`src/rtl/tqvp_gray_sched_pkg.sv`:
```
// Shared encodings, register addresses and payload types for the gray-code
// conversion scheduler.
package tqvp_gray_sched_pkg;

  localparam int unsigned DEF_REQ_DEPTH = 4;
  localparam int unsigned DEF_RES_DEPTH = 4;

  localparam logic [3:0] ADDR_CTRL   = 4'h0;
  localparam logic [3:0] ADDR_B2G    = 4'h1;
  localparam logic [3:0] ADDR_G2B    = 4'h2;
  localparam logic [3:0] ADDR_HEAD   = 4'h3;
  localparam logic [3:0] ADDR_POP    = 4'h4;
  localparam logic [3:0] ADDR_STATUS = 4'h5;
  localparam logic [3:0] ADDR_FLUSH  = 4'h6;

  typedef enum logic {OP_G2B = 1'b0, OP_B2G = 1'b1} op_e;
  typedef enum logic {SRC_CPU = 1'b0, SRC_SMP = 1'b1} src_e;

  typedef struct packed {
    op_e        op;
    logic [7:0] data;
  } req_t;

  typedef struct packed {
    src_e       src;
    logic [7:0] data;
  } res_t;

endpackage

```
`src/rtl/gray_conv_unit.sv`:
```
// Combinational binary<->gray converter shared by both request sources.
module gray_conv_unit
  import tqvp_gray_sched_pkg::*;
(
  input  op_e        op,
  input  logic [7:0] operand,
  output logic [7:0] result
);

  // gray->bin bit i is the XOR of all gray bits at or above i
  always_comb begin
    result = operand ^ (operand >> 1);
    if (op == OP_G2B) begin
      for (int i = 0; i < 8; i++) result[i] = ^(operand >> i);
    end
  end

endmodule

```
`src/rtl/tqvp_gray_conv_sched.sv`:
```
// Register-mapped scheduler arbitrating CPU requests and a prescaled ui_in
// sampler onto one shared gray converter, with a result FIFO.
module tqvp_gray_conv_sched
  import tqvp_gray_sched_pkg::*;
#(
  parameter int unsigned REQ_DEPTH = DEF_REQ_DEPTH,
  parameter int unsigned RES_DEPTH = DEF_RES_DEPTH
) (
  input  logic       clk,
  input  logic       rst_n,
  input  logic [7:0] ui_in,
  output logic [7:0] uo_out,
  input  logic [3:0] address,
  input  logic       data_write,
  input  logic [7:0] data_in,
  output logic [7:0] data_out
);

  localparam int unsigned RQ_AW = (REQ_DEPTH > 1) ? $clog2(REQ_DEPTH) : 1;
  localparam int unsigned RQ_CW = $clog2(REQ_DEPTH + 1);
  localparam int unsigned RS_AW = (RES_DEPTH > 1) ? $clog2(RES_DEPTH) : 1;
  localparam int unsigned RS_CW = $clog2(RES_DEPTH + 1);

  logic [7:0] ctrl;
  logic [3:0] presc;
  logic [7:0] slot;
  logic       pending, req_ovf, smp_ovr;
  src_e       last_grant;

  req_t             rq_mem [REQ_DEPTH];
  logic [RQ_AW-1:0] rq_wr, rq_rd;
  logic [RQ_CW-1:0] rq_cnt;
  res_t             rs_mem [RES_DEPTH];
  logic [RS_AW-1:0] rs_wr, rs_rd;
  logic [RS_CW-1:0] rs_cnt;

  logic wr_ctrl, wr_req, flush, rq_full, rs_empty, rs_space, tick;
  logic grant_cpu, grant_smp, push_req, pop_res;
  op_e        conv_op;
  logic [7:0] conv_in, conv_out;
  res_t       head;
  logic [7:0] status;

  always_comb begin
    wr_ctrl  = data_write && (address == ADDR_CTRL);
    wr_req   = data_write && ((address == ADDR_B2G) || (address == ADDR_G2B));
    flush    = data_write && (address == ADDR_FLUSH);
    rq_full  = (rq_cnt == RQ_CW'(REQ_DEPTH));
    rs_empty = (rs_cnt == '0);
    rs_space = (rs_cnt < RS_CW'(RES_DEPTH));
    tick     = ctrl[0] && (presc == ctrl[7:4]);
    // round-robin between the two sources; flush blocks any grant
    grant_cpu = !flush && rs_space && (rq_cnt != '0) && (!pending || last_grant == SRC_SMP);
    grant_smp = !flush && rs_space && pending && ((rq_cnt == '0) || last_grant == SRC_CPU);
    push_req  = wr_req && !rq_full && !flush;
    pop_res   = data_write && (address == ADDR_POP) && !rs_empty;
    conv_op   = grant_smp ? op_e'(ctrl[1]) : rq_mem[rq_rd].op;
    conv_in   = grant_smp ? slot : rq_mem[rq_rd].data;
    head      = rs_empty ? '0 : rs_mem[rs_rd];
    status    = {pending, smp_ovr, req_ovf, rq_full, head.src, 3'(rs_cnt)};
  end

  gray_conv_unit u_conv (
    .op      (conv_op),
    .operand (conv_in),
    .result  (conv_out)
  );

  assign uo_out = head.data;

  always_comb begin
    data_out = '0;
    case (address)
      ADDR_CTRL:   data_out = ctrl;
      ADDR_HEAD:   data_out = head.data;
      ADDR_STATUS: data_out = status;
      default:     data_out = '0;
    endcase
  end

  // control register and prescaler
  always_ff @(posedge clk) begin
    if (!rst_n) begin
      ctrl  <= '0;
      presc <= '0;
    end else begin
      if (wr_ctrl) ctrl <= data_in & 8'hF3;
      if (!ctrl[0] || tick) presc <= '0;
      else                  presc <= presc + 4'(1);
    end
  end

  always_ff @(posedge clk) begin
    if (push_req) rq_mem[rq_wr] <= '{op: (address == ADDR_B2G) ? OP_B2G : OP_G2B, data: data_in};
    if (grant_cpu || grant_smp) rs_mem[rs_wr] <= '{src: grant_smp ? SRC_SMP : SRC_CPU, data: conv_out};
  end

  // FIFO pointers and counts
  always_ff @(posedge clk) begin
    if (!rst_n || flush) begin
      rq_wr  <= '0;
      rq_rd  <= '0;
      rq_cnt <= '0;
      rs_wr  <= '0;
      rs_rd  <= '0;
      rs_cnt <= '0;
    end else begin
      if (push_req)  rq_wr <= (rq_wr == RQ_AW'(REQ_DEPTH - 1)) ? '0 : rq_wr + RQ_AW'(1);
      if (grant_cpu) rq_rd <= (rq_rd == RQ_AW'(REQ_DEPTH - 1)) ? '0 : rq_rd + RQ_AW'(1);
      if (push_req && !grant_cpu)      rq_cnt <= rq_cnt + RQ_CW'(1);
      else if (!push_req && grant_cpu) rq_cnt <= rq_cnt - RQ_CW'(1);
      if (grant_cpu || grant_smp) rs_wr <= (rs_wr == RS_AW'(RES_DEPTH - 1)) ? '0 : rs_wr + RS_AW'(1);
      if (pop_res)                rs_rd <= (rs_rd == RS_AW'(RES_DEPTH - 1)) ? '0 : rs_rd + RS_AW'(1);
      if ((grant_cpu || grant_smp) && !pop_res)      rs_cnt <= rs_cnt + RS_CW'(1);
      else if (!(grant_cpu || grant_smp) && pop_res) rs_cnt <= rs_cnt - RS_CW'(1);
    end
  end

  // sample slot, sticky flags and arbitration history
  always_ff @(posedge clk) begin
    if (!rst_n) begin
      slot       <= '0;
      pending    <= 1'b0;
      req_ovf    <= 1'b0;
      smp_ovr    <= 1'b0;
      last_grant <= SRC_SMP;
    end else if (flush) begin
      pending <= 1'b0;
      req_ovf <= 1'b0;
      smp_ovr <= 1'b0;
    end else begin
      if (wr_req && rq_full) req_ovf <= 1'b1;
      if (tick) begin
        slot    <= ui_in;
        pending <= 1'b1;
        if (pending && !grant_smp) smp_ovr <= 1'b1;
      end else if (grant_smp) begin
        pending <= 1'b0;
      end
      if (grant_cpu)      last_grant <= SRC_CPU;
      else if (grant_smp) last_grant <= SRC_SMP;
    end
  end

endmodule

```
`config.mk`:
```
export PLATFORM = sky130hd
export DESIGN_NAME = tqvp_gray_conv_sched
export DESIGN_NICKNAME = d
export VERILOG_FILES = /design/src/rtl/tqvp_gray_sched_pkg.sv /design/src/rtl/gray_conv_unit.sv /design/src/rtl/tqvp_gray_conv_sched.sv
export SDC_FILE = /design/constraint.sdc
export NUM_CORES = 1
export LEC_CHECK = 0
export CORE_AREA = 2 2 105 147
export CTS_BUF_LIST = sky130_fd_sc_hd__clkbuf_8 sky130_fd_sc_hd__clkbuf_16
export DETAILED_ROUTE_END_ITERATION = 7
export DIE_AREA = 0 0 107 149
export MAX_ROUTING_LAYER = met4
export PLACE_DENSITY = 0.57
export SLEW_MARGIN = 5
export SYNTH_ARGS = -nofsm -noshare
export SYNTH_HDL_FRONTEND = slang
export SYNTH_SLANG_ARGS = --single-unit
```
`constraint.sdc`:
```
create_clock -name clk -period 3.4 [get_ports clk]
set_input_delay 0.85 -clock clk [delete_from_list [all_inputs] [get_ports clk]]
set_output_delay 0.85 -clock clk [all_outputs]
set_load 0.02 [all_outputs]
```
# [Word-level counts from Yosys, hierarchy flattened]
# Memories as Yosys holds them, arrays and structs flattened. A register that Yosys moved wholly into a read port is not among the register bits.
# Index checks and enable logic that the tools add are counted.
[word_totals] reg_bits=36 mem_bits_rw=72 inputBits=23 out_inout_bits=16 wordCells=125 n_memories=2
[op_classes] addsub=9 order_cmp=1 n_eq_ne=12 n_mux=27 n_bitwise=4 n_reduce_logical=57
[mem_list] memory="rq_mem" depth=4 width=9 rd=1 rd_ports_with_merged_regs=1 write_ports=1 line="tqvp_gray_conv_sched.sv:30" text="req_t rq_mem [REQ_DEPTH];"
[mem_list] memory="rs_mem" depth=4 width=9 rd=1 rd_ports_with_merged_regs=1 write_ports=1 line="tqvp_gray_conv_sched.sv:33" text="res_t rs_mem [RES_DEPTH];"
[op_table] cell="$reduce_xor 8->1" n=8
[op_table] cell="$pmux 8 s3" n=1
[op_table] cell="$logic_and 1x1->1" n=19
[op_table] cell="$mux 2" n=8
[op_table] cell="$mux 8" n=2
[op_table] cell="$eq 4x3->1 const B" n=3
[op_table] cell="$mux 3" n=4
[op_table] cell="$logic_not 1->1" n=11
[op_table] cell="$mux 1" n=11
[op_table] cell="$mux 9" n=1
[op_table] cell="$add 2x1->2 const B" n=4
[op_table] cell="$eq 2x2->1 const B" n=4
[op_table] cell="$eq 4x2->1 const B" n=2
[op_table] cell="$reduce_bool 2->1" n=4
[op_table] cell="$xor 8x7->8" n=1
[op_table] cell="$add 3x1->3 const B" n=2
[op_table] cell="$logic_not 3->1" n=2
[op_table] cell="$logic_or 1x1->1" n=6
[op_table] cell="$reduce_and 2->1" n=3
[op_table] cell="$sub 3x1->3 const B" n=2
[op_table] cell="$add 4x1->4 const B" n=1
[op_table] cell="$eq 4x1->1 const B" n=1
[op_table] cell="$eq 4x4->1" n=1
[op_table] cell="$logic_not 4->1" n=1
[op_table] cell="5 further kinds" n=8

# [Depth between registers and ports, before layout]
# Gate-level depths: netlist of run 1.
[depth] word_depth=11 ltp_mapped=12 mapped_depth_nobuf=11

# [Cells and area by module]
# Synthesis of run 1 repeated with hierarchy kept, for this count alone.
[hier_totals] hier_cells=365 area_unflattened_um2=5057.4
[by_module_without_submodules] mod="tqvp_gray_conv_sched" instances=1 cells_per_inst=338 area_per_inst_um2=4840.9 seq_area_each_um2=2962.8
[by_module_without_submodules] mod="gray_conv_unit" instances=1 cells_per_inst=27 area_per_inst_um2=216.5 seq_area_each_um2=0.0

# [Least setup slack after synthesis of run 1]
# No wires, ideal clock.
[synth_path] kind="input port to flip-flop" from="input port data_write" to="memory rs_mem[0][0] (netlist name), data pin" setup_ns=0.273 t_arrival_ns=2.727 required_time_ns=3.127 path_slack_ns=0.400 cell_stages=9 n_path_buf=1 cell_sequence="buf_4 > and4bb_4 > a21oi_2 > nand2_4 > inv_4 > mux2_4 > xor3_2 > mux2i_1 > xnor2_1"
[synth_between] elab_chain_len=8 word_cells_on_any_way=10 classes_between="mux (3); bitwise (1); reduce/logical (6)"
[synth_rtl] element="start: declaration" line="tqvp_gray_conv_sched.sv:14" text="input logic data_write,"
[synth_rtl] element="$logic_and 1x1->1" line="tqvp_gray_conv_sched.sv:47" text="flush = data_write && (address == ADDR_FLUSH);"
[synth_rtl] element="$logic_not 1->1" line="tqvp_gray_conv_sched.sv:54" text="grant_smp = !flush && rs_space && pending && ((rq_cnt == '0) || last_grant == SRC_CPU);"
[synth_rtl] element="$logic_and 1x1->1 (3 in a row)" line="tqvp_gray_conv_sched.sv:54"
[synth_rtl] element="$mux 8" line="tqvp_gray_conv_sched.sv:58" text="conv_in = grant_smp ? slot : rq_mem[rq_rd].data;"
[synth_rtl] element="net conv_in[7]" line="tqvp_gray_conv_sched.sv:40" text="logic [7:0] conv_in, conv_out;"
[synth_rtl] element="$reduce_xor 8->1" line="gray_conv_unit.sv:14" text="for (int i = 0; i < 8; i++) result[i] = ^(operand >> i);"
[synth_rtl] element="$mux 8" line="gray_conv_unit.sv:13" text="if (op == OP_G2B) begin"
[synth_rtl] element="net conv_out[0]" line="tqvp_gray_conv_sched.sv:40"
[synth_rtl] element="end: declaration" line="tqvp_gray_conv_sched.sv:33"
# The timed path passes the listed nets, and every way through them passes these cells.

# [Worst setup path after layout of run 1]
[layout_path] from="input port address[3]" to="output port data_out[7]"
[layout_between] elab_chain_len=2 word_cells_on_any_way=4 classes_between="eq/ne (2); mux (1); reduce/logical (1)"
[layout_rtl] element="start: declaration" line="tqvp_gray_conv_sched.sv:13" text="input logic [3:0] address,"
[layout_rtl] element="$eq 4x3->1 (tied with other cells)" line="tqvp_gray_conv_sched.sv:73" text="case (address)"
[layout_rtl] element="$pmux 8 s3 (*)" line="tqvp_gray_conv_sched.sv:73"
[layout_rtl] element="end: declaration" line="tqvp_gray_conv_sched.sv:16" text="output logic [7:0] data_out"
# Mark *: on every way between the ends. The rest lies on a longest branch, timed or not.

==> results of run 1 <==
[final cells by class]
type                            count  area [um2]
Fill cell                        1370        8640
Multi-Input combinational cell    224        1962
Sequential cell                   112        2963
Clock inverter                      7       65.06
Clock buffer                        9       225.2
Timing Repair Buffer               75       645.6
Tap cell                          192       240.2
Inverter                           12       47.55
[power groups by stage]
stage               combinational (mW)  clock (mW)  sequential (mW)
floorplan                         1.02           0             1.86
global placement                  1.44           0             1.90
detailed placement                1.48           0             1.91
CTS                               1.48        1.05             1.88
global route                      1.61        1.10             1.89
finish                            1.46        1.02             1.87
[cells in the final DEF (no fill, tap or decap), types with 5 or more instances in the layout]
master           synthesis  routed
nand2_1                 19      19
mux2i_1                 25      25
buf_4                    2      37
nand3_1                 12      12
ha_1                    13      13
a22o_1                   7       7
mux4_2                  18      18
edfxtp_1                72      72
inv_1                   11      12
clkbuf_16                0       9
xnor2_1                 11      11
a21boi_0                 6       6
dlygate4sd2_1            0       6
clkdlybuf4s50_1          0      30
a21o_1                   6       6
and2_1                   5       5
dfxtp_1                 40      40
nor2_1                  28      28
xor2_1                  16      16
nor2b_1                 20      20
[repair_timing]
action / in CTS / in global routing
gates resized for setup: 8 / 3
setup endpoints to repair: 8 / 2
cloned: 0 / 0
[stage by stage]
| stage | cells | area (um2) | total power [mW] | hold slack [ps] |
|---|---|---|---|---|
| 3_3_place_gp | 615 | 5871 | 3.342 | 458.3 |
| 3_5_place_dp | 615 | 5871 | 3.392 | 465.3 |
| 5_1_grt | 631 | 6148 | 4.601 | 508.6 |
| 4_1_cts | 631 | 6151 | 4.413 | 481.7 |
| 2_1_floorplan | 360 | 5029 | 2.876 | 437.2 |
| 6_report | 631 | 6148 | 4.353 | 473.3 |
[registers in the layout, indices dropped and copies added (netlist names), named ones only]
register	flops
rq_wr	2
rq_mem	36
rs_rd	2
pending	1
last_grant	1
ctrl	6
rs_wr	2
req_ovf	1
slot	8
rq_cnt	3
presc	4
rs_mem	36
rq_rd	2
smp_ovr	1
rs_cnt	3
[layer usage]
metal | vias up | global-route usage | share of wire
met2 | 51 | 0.2436 | 0.55
met5 | - | - | 0
met3 | 11 | 0.02184 | 0.029
met4 | 0 | 0.05130 | 0.017
li1 | 1462 | - | -
met1 | 1471 | 0.1500 | 0.41
[worst paths after layout]
check	to	slack, ps	from	cells past startpoint
hold reg to reg	presc[0]	470	presc[0]	1
setup / recovery	data_out[7]	110	address[3]	6
setup reg to reg	rs_mem[2][1]	700	flip-flop	7
hold / removal	presc[0]	470	presc[0]	1
[critical path, delay by kind of cell]
kind / cells / cell delay (ps)
AND/OR/NAND/NOR: 1 / 300
buffers and inverters: 3 / 1070
AO/OA/AOI/OAI: 2 / 230
[synth_stat cells, types with 2 or more instances]
| cell type | count |
|---|---|
| ha_1 | 13 |
| a21boi_0 | 6 |
| nor2_1 | 28 |
| xnor2_1 | 11 |
| fa_1 | 2 |
| nor4_1 | 2 |
| inv_1 | 11 |
| buf_4 | 2 |
| or3_1 | 2 |
| edfxtp_1 | 72 |
| nor3_1 | 3 |
| clkbuf_1 | 6 |
| nand3_1 | 12 |
| dfxtp_1 | 40 |
| a21oi_1 | 4 |
| nand2_1 | 19 |
| a22o_1 | 7 |
| a21o_1 | 6 |
| xor2_1 | 16 |
| mux2i_1 | 25 |
| mux4_2 | 18 |
| nor3b_1 | 4 |
| mux2_4 | 2 |
| and2_1 | 5 |
| nor2b_1 | 20 |
[cell families (layout without fill, tap and decap cells)]
kind of cell | after synthesis | after routing | synth area share
adders and majority gates | 15 | 15 | 0.04031
buffers and inverters | 24 | 103 | 0.02189
AOI/OAI and AO/OA | 31 | 31 | 0.04553
muxes | 48 | 48 | 0.1453
and+or+nand+nor | 102 | 102 | 0.1057
DFF | 112 | 112 | 0.5892
xor gates and xnor gates | 28 | 28 | 0.05200
==> impl_results.md, run 1 <==
- Outcome: completed
- Synth-to-Final Area Change: 22.27%
- PortBufs: 38
- Clock latency on the worst-skew pair: 340 ps
- Worst-path clk slew: 70 ps
- Synth Instances: 360
- Clock Sinks: 112
- DIE WIDTH: 107 um
- DR vias: 2995
- Peak supply drop: approximately 0.27 mV
- Final Skew: 6.865 ps
- Switching share of total power: 0.2975
- Arrival time worst endpoint: ~2400 ps
- FFs w/ async S/R, synth: 0
- Initial antenna violation count: 0
- Post-synthesis sequential area ratio: 0.5892
- Overall routing resource usage: 0.1356
- CP Capture Type: primary output
- Final Hold Fails: 0
- CTS Buffer Depth: 2
- Setup_tns: 0 ps
- Cell Rows: 53
- Slowest cell on crit path: clkdlybuf4s50_1
- Vias per cell: 4.746
- Residual DRC: 0
- H-tree depth: 3
- Max_cap viols: 0
- Routed len/inst: approximately 16 um
- Comb pwr share: 0.335
- Setup crit start kind: input pin
- Area leader, netlist: edfxtp_1
- Worst-path maximum fanout: 8
- Chip Height: 149 um
- Final setup viols: 0
- Finished Core Util: 0.4158
- Final GP Congestion: 0.8067
- Critical path cell sequence: clkdlybuf4s50_1 > nor4bb_1 > buf_4 > a22o_1 > a21o_1 > dlygate4sd2_1
- Synth cell types: 49
- Crit path required time: 2550 ps
- Gr ovfl total: 0
- Core box area: 14790 um2
- Synth top area share: 0.4300
- Largest net degree at the start of global routing: 19
- Fin. max-slew vios: 0
- DIE AREA: 15940 um2
- Root Buffer: clkbuf_16
- Max stage delay on crit path: between 500 and 600 ps
- DRT iter0 DRCs: 125
- Class of the worst hold path: flip-flop to flip-flop
- Post-CTS setup buffers: 0
- Syn Nets: about 400
- Pre-CTS WS: -203.7 ps
- Cell Area, Synth: 5029 um2
- Post-route ant nets: 0
- Worst slew pin tran: 637.4 ps
- Fmax: 303.8 MHz
- TritonCTS clock tree: yes
- Unrepaired setup endpoints after global routing: no
- Most used flip-flop cell after synthesis: edfxtp_1
- PD cells: ~710 nW/um2
- Net switching power: approximately 1.3 mW
- Cts hold-fix bufs: 0
- Inserted Clock Buffers: 9
- Reg power frac: 0.430
- Post-synth EDFFs: just over 70
- Synth area leaders: edfxtp_1 43%, dfxtp_1 16%, mux4_2 8.1%
- Fin worst setup slack: 108.4 ps
- Syn avg cell area: 13.97 um2
- Slew margin rel.: 0.5741
- Minimum clock period: 3292 ps
- Final nets: 472
- Syn. warnings: 0
- Crit path kind: input pin to primary output
- Int Pwr: 3.058 mW
- Final HPWL DP: 7745 um
- Final WL: 9857 um
- Diodes inserted: 0
- Tcrit/Tclk final: 0.9681
- First-pass GRT wire length: 15890 um
- Static Leak: ~2.3 nW
- Layout cells sized above 1: 0.1868
- Initial DRT Pass Iterations: 4
- I/O Pins: 39
- Yosys reg bits: 112
- Clk network pwr share: 0.234
- Starting Density: 0.3400
- Vias in the first global route: 3017
(Power assumes the default switching activity.)
==> run 2: changes to the inputs <==
--- a/config.mk
+++ b/config.mk
@@ -5,12 +5,12 @@
 export SDC_FILE = /design/constraint.sdc
 export NUM_CORES = 1
 export LEC_CHECK = 0
-export CORE_AREA = 2 2 105 147
+export CORE_AREA = 2 2 98 138
 export CTS_BUF_LIST = sky130_fd_sc_hd__clkbuf_8 sky130_fd_sc_hd__clkbuf_16
 export DETAILED_ROUTE_END_ITERATION = 7
-export DIE_AREA = 0 0 107 149
+export DIE_AREA = 0 0 100 140
 export MAX_ROUTING_LAYER = met4
-export PLACE_DENSITY = 0.57
+export PLACE_DENSITY = 0.63
 export SLEW_MARGIN = 5
 export SYNTH_ARGS = -nofsm -noshare
 export SYNTH_HDL_FRONTEND = slang
==> run 2 against run 1 <==
Against the previous run: first-iteration DRC count shrank 29%; via count grew 0.13%; non-clock buffer count shrank 1; final area shrank 0.65%; maximum frequency shrank 0.16%; final cell count shrank 6.3%; total power shrank 0.55%; sequential cell count is the same; worst hold slack gained 19 ps; critical endpoint is now data_out[4]; largest power group unchanged.
==> impl_results.md, run 2 (synthesis results as in run 1) <==
- Biggest regs: rq_mem (36), rs_mem (36), slot (8)
- Crit path required time: 2550 ps
- Slew margin rel.: 0.4170
- Outcome: completed
- Tcrit/Tclk final: 0.9696
- DRT iter0 DRCs: 89
- Final Skew: 12.52 ps
- Worst-path maximum fanout: 8
- CP Depth: 6
- Max stage delay on crit path: 510 ps
- Dpl cells: 575
- Fmax: 303.3 MHz
- Critical path cell sequence: clkdlybuf4s50_1 > nor4bb_2 > buf_4 > a22o_1 > a21o_1 > dlygate4sd2_1
- Most frequent cells in the layout: 72 x edfxtp_1, 40 x dfxtp_1, 35 x buf_4, 30 x clkdlybuf4s50_1, 28 x nor2_1
- Final GP Congestion: 0.7947
- Fin. max-slew vios: 0
- Core box area: 12750 um2
- Power Total: around 4.3 mW
- Overall routing resource usage: 0.1489
- Slowest cell on crit path: clkdlybuf4s50_1
- Crit path kind: input pin to primary output
- Net switching power: 1.323 mW
- Minimum clock period: between 3000 and 4000 ps
- DIE WIDTH: 100 um
- Buffers and inverters on the worst path: 3
- Most common cell after layout, fill and taps aside: edfxtp_1
- Cts hold-fix bufs: 0
- Switching share of total power: 0.3057
- Routed len/inst: 16.31 um
- Reg power frac: 0.433
- Initial antenna violation count: 0
- Non-Filler Instances: 591
- Int Pwr: 3.006 mW
- Largest net degree at the start of global routing: 21
- Final setup viols: 0
- DIE AREA: ~14000 um2
- TritonCTS clock tree: yes
- Final HPWL DP: 7567 um
- Peak supply drop: 0.3431 mV
- First-pass GRT wire length: 15680 um
- CP Capture Type: primary output
- DR vias: 2999
- Crit path max-delay family: buffers and inverters
- Setup crit start kind: input pin
- Layout cells sized above 1: 0.1849
- Initial DRT Pass Iterations: 4
- Synth-to-Final Area Change: 21.47%
- CTS Buffer Depth: 2
- Final WL: 9639 um
- Fill cell count: 1126
- Clock Sinks: 112
- Chip Height: 140 um
- PD cells: 708.8 nW/um2
- Gr ovfl total: 0
- Fin worst setup slack: 103.3 ps
- Static Leak: 2.307 nW
- Clock latency on the worst-skew pair: approximately 350 ps
- Multi-input gate area: just under 2000 um2
- Worst-path clk slew: 70 ps
- Register Area: 2963 um2
- H-tree depth: 3
- Pre-CTS WS: -212.8 ps
- Starting Density: 0.3943
- Comb pwr share: 0.337
- Root Buffer: clkbuf_16
- Final nets: about 470
- Final Hold Fails: 0
- I/O Pins: 39
- Inserted Clock Buffers: 9
- Residual DRC: 0
- Class of the worst hold path: flip-flop to flip-flop
- Vias per cell: 5.074
- Clk network pwr share: 0.230
- Worst slew pin tran: 862.4 ps
- Unrepaired setup endpoints after global routing: no
- Diodes inserted: 0
- Post-route ant nets: 0
- PortBufs: 38
- Reg2reg path depth: 6
- Max_cap viols: 0
- Cell Rows: 49
- WHS Path Cells: 2
- Vias in the first global route: 3190
- Post-CTS setup buffers: 0
- Arrival time worst endpoint: 2450 ps
==> run 2: changes by cell type in the layout (fill, tap and decap cells not counted), sizes merged <==
cell and delta:
inv +2, bufinv -1, clkdlybuf4s15 +1, clkbuf -1
clkinvlp -1, buf -1
==> run 2: final timing paths <==
check,startpoint,to,slack (ps)
max,address[1],data_out[4],100
min,rq_rd[0],rq_rd[0],490
max reg2reg,flip-flop,rs_mem[0][1],810
min reg2reg,rq_rd[0],rq_rd[0],490
==> run 2: metrics by stage <==
step                hold slack (ps)  area [um2]  setup TNS (ps)    util
finish                        491.9        6108               0  0.4790
CTS                           496.9        6106               0  0.4788
global placement              460.9        5827           -2184  0.4569
floorplan                     437.2        5029               0       -
detailed placement            477.0        5827           -3601  0.4569
global route                  528.6        6108               0  0.4790
==> run 2: repair_timing <==
action	in CTS	in global routing
endpoints found under the setup margin	8	2
hold endpoints to repair	0	0
gates resized for setup	9	2
==> run 2: worst register-to-register path, delay by kind of cell, from the launching register on <==
family | cells | cell delay [ps]
multiplexers | 3 | 930
XOR/XNOR | 2 | 720
AND/OR/NAND/NOR | 1 | 160
flip-flops | 1 | 500
==> run 2: power by group through the flow <==
| stage | Clock, mW | Combinational (mW) | Sequential [mW] |
|---|---|---|---|
| final | 0.994 | 1.46 | 1.88 |
| after CTS | 1.02 | 1.49 | 1.88 |
| after detailed placement | 0 | 1.49 | 1.91 |
| after global routing | 1.07 | 1.61 | 1.90 |
| after global placement | 0 | 1.44 | 1.90 |
| after floorplan | 0 | 1.02 | 1.86 |
==> run 2: layout make-up <==
class / instances / area share
Clock inverter: 7 / 0.009422
Sequential cell: 112 / 0.4850
Inverter: 12 / 0.007784
Multi-Input combinational cell: 224 / 0.3222
Clock buffer: 9 / 0.03687
Tap cell: 153 / 0.03134
Timing Repair Buffer: 74 / 0.1073
==> run 2: routing by layer <==
layer	vias to the layer above	part of all wire	global-route usage
met4	0	0.019	0.05479
met3	12	0.024	0.02146
met5	-	0	-
met2	49	0.54	0.2674
li1	1459	-	-
met1	1479	0.42	0.1663
==> run 3: changes to the inputs <==
--- a/config.mk
+++ b/config.mk
@@ -10,7 +10,7 @@
 export DETAILED_ROUTE_END_ITERATION = 7
 export DIE_AREA = 0 0 100 140
 export MAX_ROUTING_LAYER = met4
-export PLACE_DENSITY = 0.63
+export PLACE_DENSITY = 0.68
 export SLEW_MARGIN = 5
 export SYNTH_ARGS = -nofsm -noshare
 export SYNTH_HDL_FRONTEND = slang
==> run 3 against run 2 <==
Against the previous run: maximum frequency shrank 1.1%; routed wire length grew 3.4%; combinational power is essentially flat; sequential power is essentially flat; global-route usage grew 0.84 points; utilization is essentially flat; clock skew shrank 7.1 ps.
==> impl_results.md, run 3 (synthesis results as in run 1) <==
- Outcome: completed
- Cell Rows: 49
- Diodes inserted: 0
- Post-route ant nets: 0
- Synth-to-Final Area Change: 21.37%
- Max_cap viols: 0
- Slowest cell on crit path: clkdlybuf4s50_1
- Switching share of total power: 0.2939
- Grt met2 use: 0.2813
- Initial DRT Pass Iterations: 4
- HP Start: presc[0]
- Minimum clock period: 3334 ps
- Critical path cell sequence: clkdlybuf4s50_1 > nor4bb_1 > buf_4 > a22o_1 > a21o_1 > dlygate4sd2_1
- DIE AREA: roughly 14000 um2
- Most frequent cells in the layout: 72 x edfxtp_1, 40 x dfxtp_1, 33 x buf_4, 30 x clkdlybuf4s50_1, 28 x nor2_1
- Area after DPL: slightly below 6000 um2
- DR vias: 3012
- Slew margin rel.: 0.5003
- Design area: 6103 um2
- Tcrit/Tclk final: 0.9806
- Worst reg2reg path endpoint: rs_mem[3][0]
- Worst-path clk slew: around 70 ps
- Setup_tns: 0 ps
- Int Pwr: 3.147 mW
- Residual DRC: 0
- PD cells: 730.2 nW/um2
- WHS Path Cells: 1
- Final HPWL DP: 7588 um
- Inserted Clock Buffers: 9
- Peak supply drop: roughly 0.34 mV
- M3 GR Usage: 0.02645
- Power Total: 4.457 mW
- Crit path required time: 2550 ps
- H-tree depth: 3
- Vias per cell: around 5.1
- Biggest regs: rq_mem (36), rs_mem (36), slot (8)
- Max stage delay on crit path: 520 ps
- Class of the worst hold path: flip-flop to flip-flop
- Arrival time worst endpoint: about 2500 ps
- TritonCTS clock tree: yes
- Fin worst setup slack: ~66 ps
- Static Leak: 2.317 nW
- Routed len/inst: 16.95 um
- Starting Density: 0.3943
- CP Capture Type: primary output
- Top Usage Layer GRT: met2
- CTS Buffer Depth: 2
- Met1 GRT Util: 0.1689
- Fmax: 299.9 MHz
- Layout cells sized above 1: 0.1770
- Clk network pwr share: 0.246
- Most common cell after layout, fill and taps aside: edfxtp_1
- Final nets: between 400 and 500
- Worst slew pin tran: 739.2 ps
- First-pass GRT wire length: 16100 um
- Clock Sinks: 112
- Gr ovfl total: 0
- Worst-path maximum fanout: 8
- Reg2reg path depth: 7
- Net switching power: 1.310 mW
- Comb pwr share: 0.334
- Final WL: around 10000 um
- Final setup viols: 0
- Core box area: 12750 um2
- Setup crit start kind: input pin
- Buffers and inverters on the worst path: 3
- Post-CTS setup buffers: 0
- Pre-CTS WS: -201.5 ps
- Reg2reg setup slack: approximately 700 ps
- Overall routing resource usage: 0.1574
- DRT iter0 DRCs: 96
- Largest net degree at the start of global routing: 18
- Vias in the first global route: around 3.2k
- Clock latency on the worst-skew pair: 340 ps
- I/O Pins: 39
- Crit path kind: input pin to primary output
- PortBufs: 38
- Unrepaired setup endpoints after global routing: no
- Hold Path Sink: presc[0]
- Crit path max-delay family: buffers and inverters
- Reg power frac: 0.420
- Final Skew: about 5.4 ps
- Final GP Congestion: 0.8230
- Initial antenna violation count: 0
- DIE WIDTH: 100 um
- Final Hold Fails: 0
- Root Buffer: clkbuf_16
- Chip Height: 140 um
- Fin. max-slew vios: 0
## run 3: changes by cell type in the layout (fill, tap and decap cells not counted), moves of 2 or more
cell             delta
buf_4               -2
bufinv_16           +2
clkdlybuf4s15_1     -2
dlygate4sd2_1       +2
inv_8               -2
## run 3: worst reg2reg max path: stages, from the launching register on
cell and delay [ps]:
dfxtp_1 400, buf_4 230, mux4_2 560, xor2_1 270
mux2i_4 110, xor3_2 460, mux2i_1 280, xnor2_2 130
## run 3: through the flow
stage	util	instances	hold WS, ps
after global placement	0.4542	572	458.0
after detailed placement	0.4542	572	475.4
final	0.4786	588	483.3
after global routing	0.4786	588	513.2
after floorplan	-	360	437.2
after CTS	0.4780	588	491.4
## run 3: layout make-up
class | count | area, um2
flip-flops and latches | 112 | 2963
fillers | 1115 | 6649
inverters | 12 | 47.55
clock inverters | 7 | 88.84
clock buffers | 9 | 225.2
multi-input cells | 224 | 1969
repair buffers | 71 | 618.1
well taps | 153 | 191.4
## run 3: what timing repair did
| action | CTS | global route |
|---|---|---|
| gates resized for setup | 9 | 1 |
| hold buffers | 0 | 0 |
| endpoints found under the setup margin | 8 | 4 |
## run 3: routing by layer
metal	vias up	part of all wire
li1	1454	-
met1	1493	0.41
met2	50	0.54
met3	15	0.026
met4	0	0.023
met5	-	0
## run 3: worst max-delay path by stage
stage,slack (ps),to,cells after the start,start
after CTS,70,data_out[1],6,address[1]
final,70,data_out[1],6,address[3]
after global placement,-120,data_out[7],6,address[1]
after global routing,10,data_out[1],6,address[1]
after floorplan,400,rs_mem[0][0],9,data_write
after detailed placement,-200,data_out[1],6,address[1]
## run 3: power by group through the flow
| stage | clock network, mW | registers, mW | logic [mW] |
|---|---|---|---|
| 3_5_place_dp | 0 | 1.91 | 1.48 |
| 6_report | 1.10 | 1.87 | 1.49 |
| 2_1_floorplan | 0 | 1.86 | 1.02 |
| 4_1_cts | 1.12 | 1.88 | 1.48 |
| 3_3_place_gp | 0 | 1.89 | 1.43 |
| 5_1_grt | 1.18 | 1.89 | 1.62 |
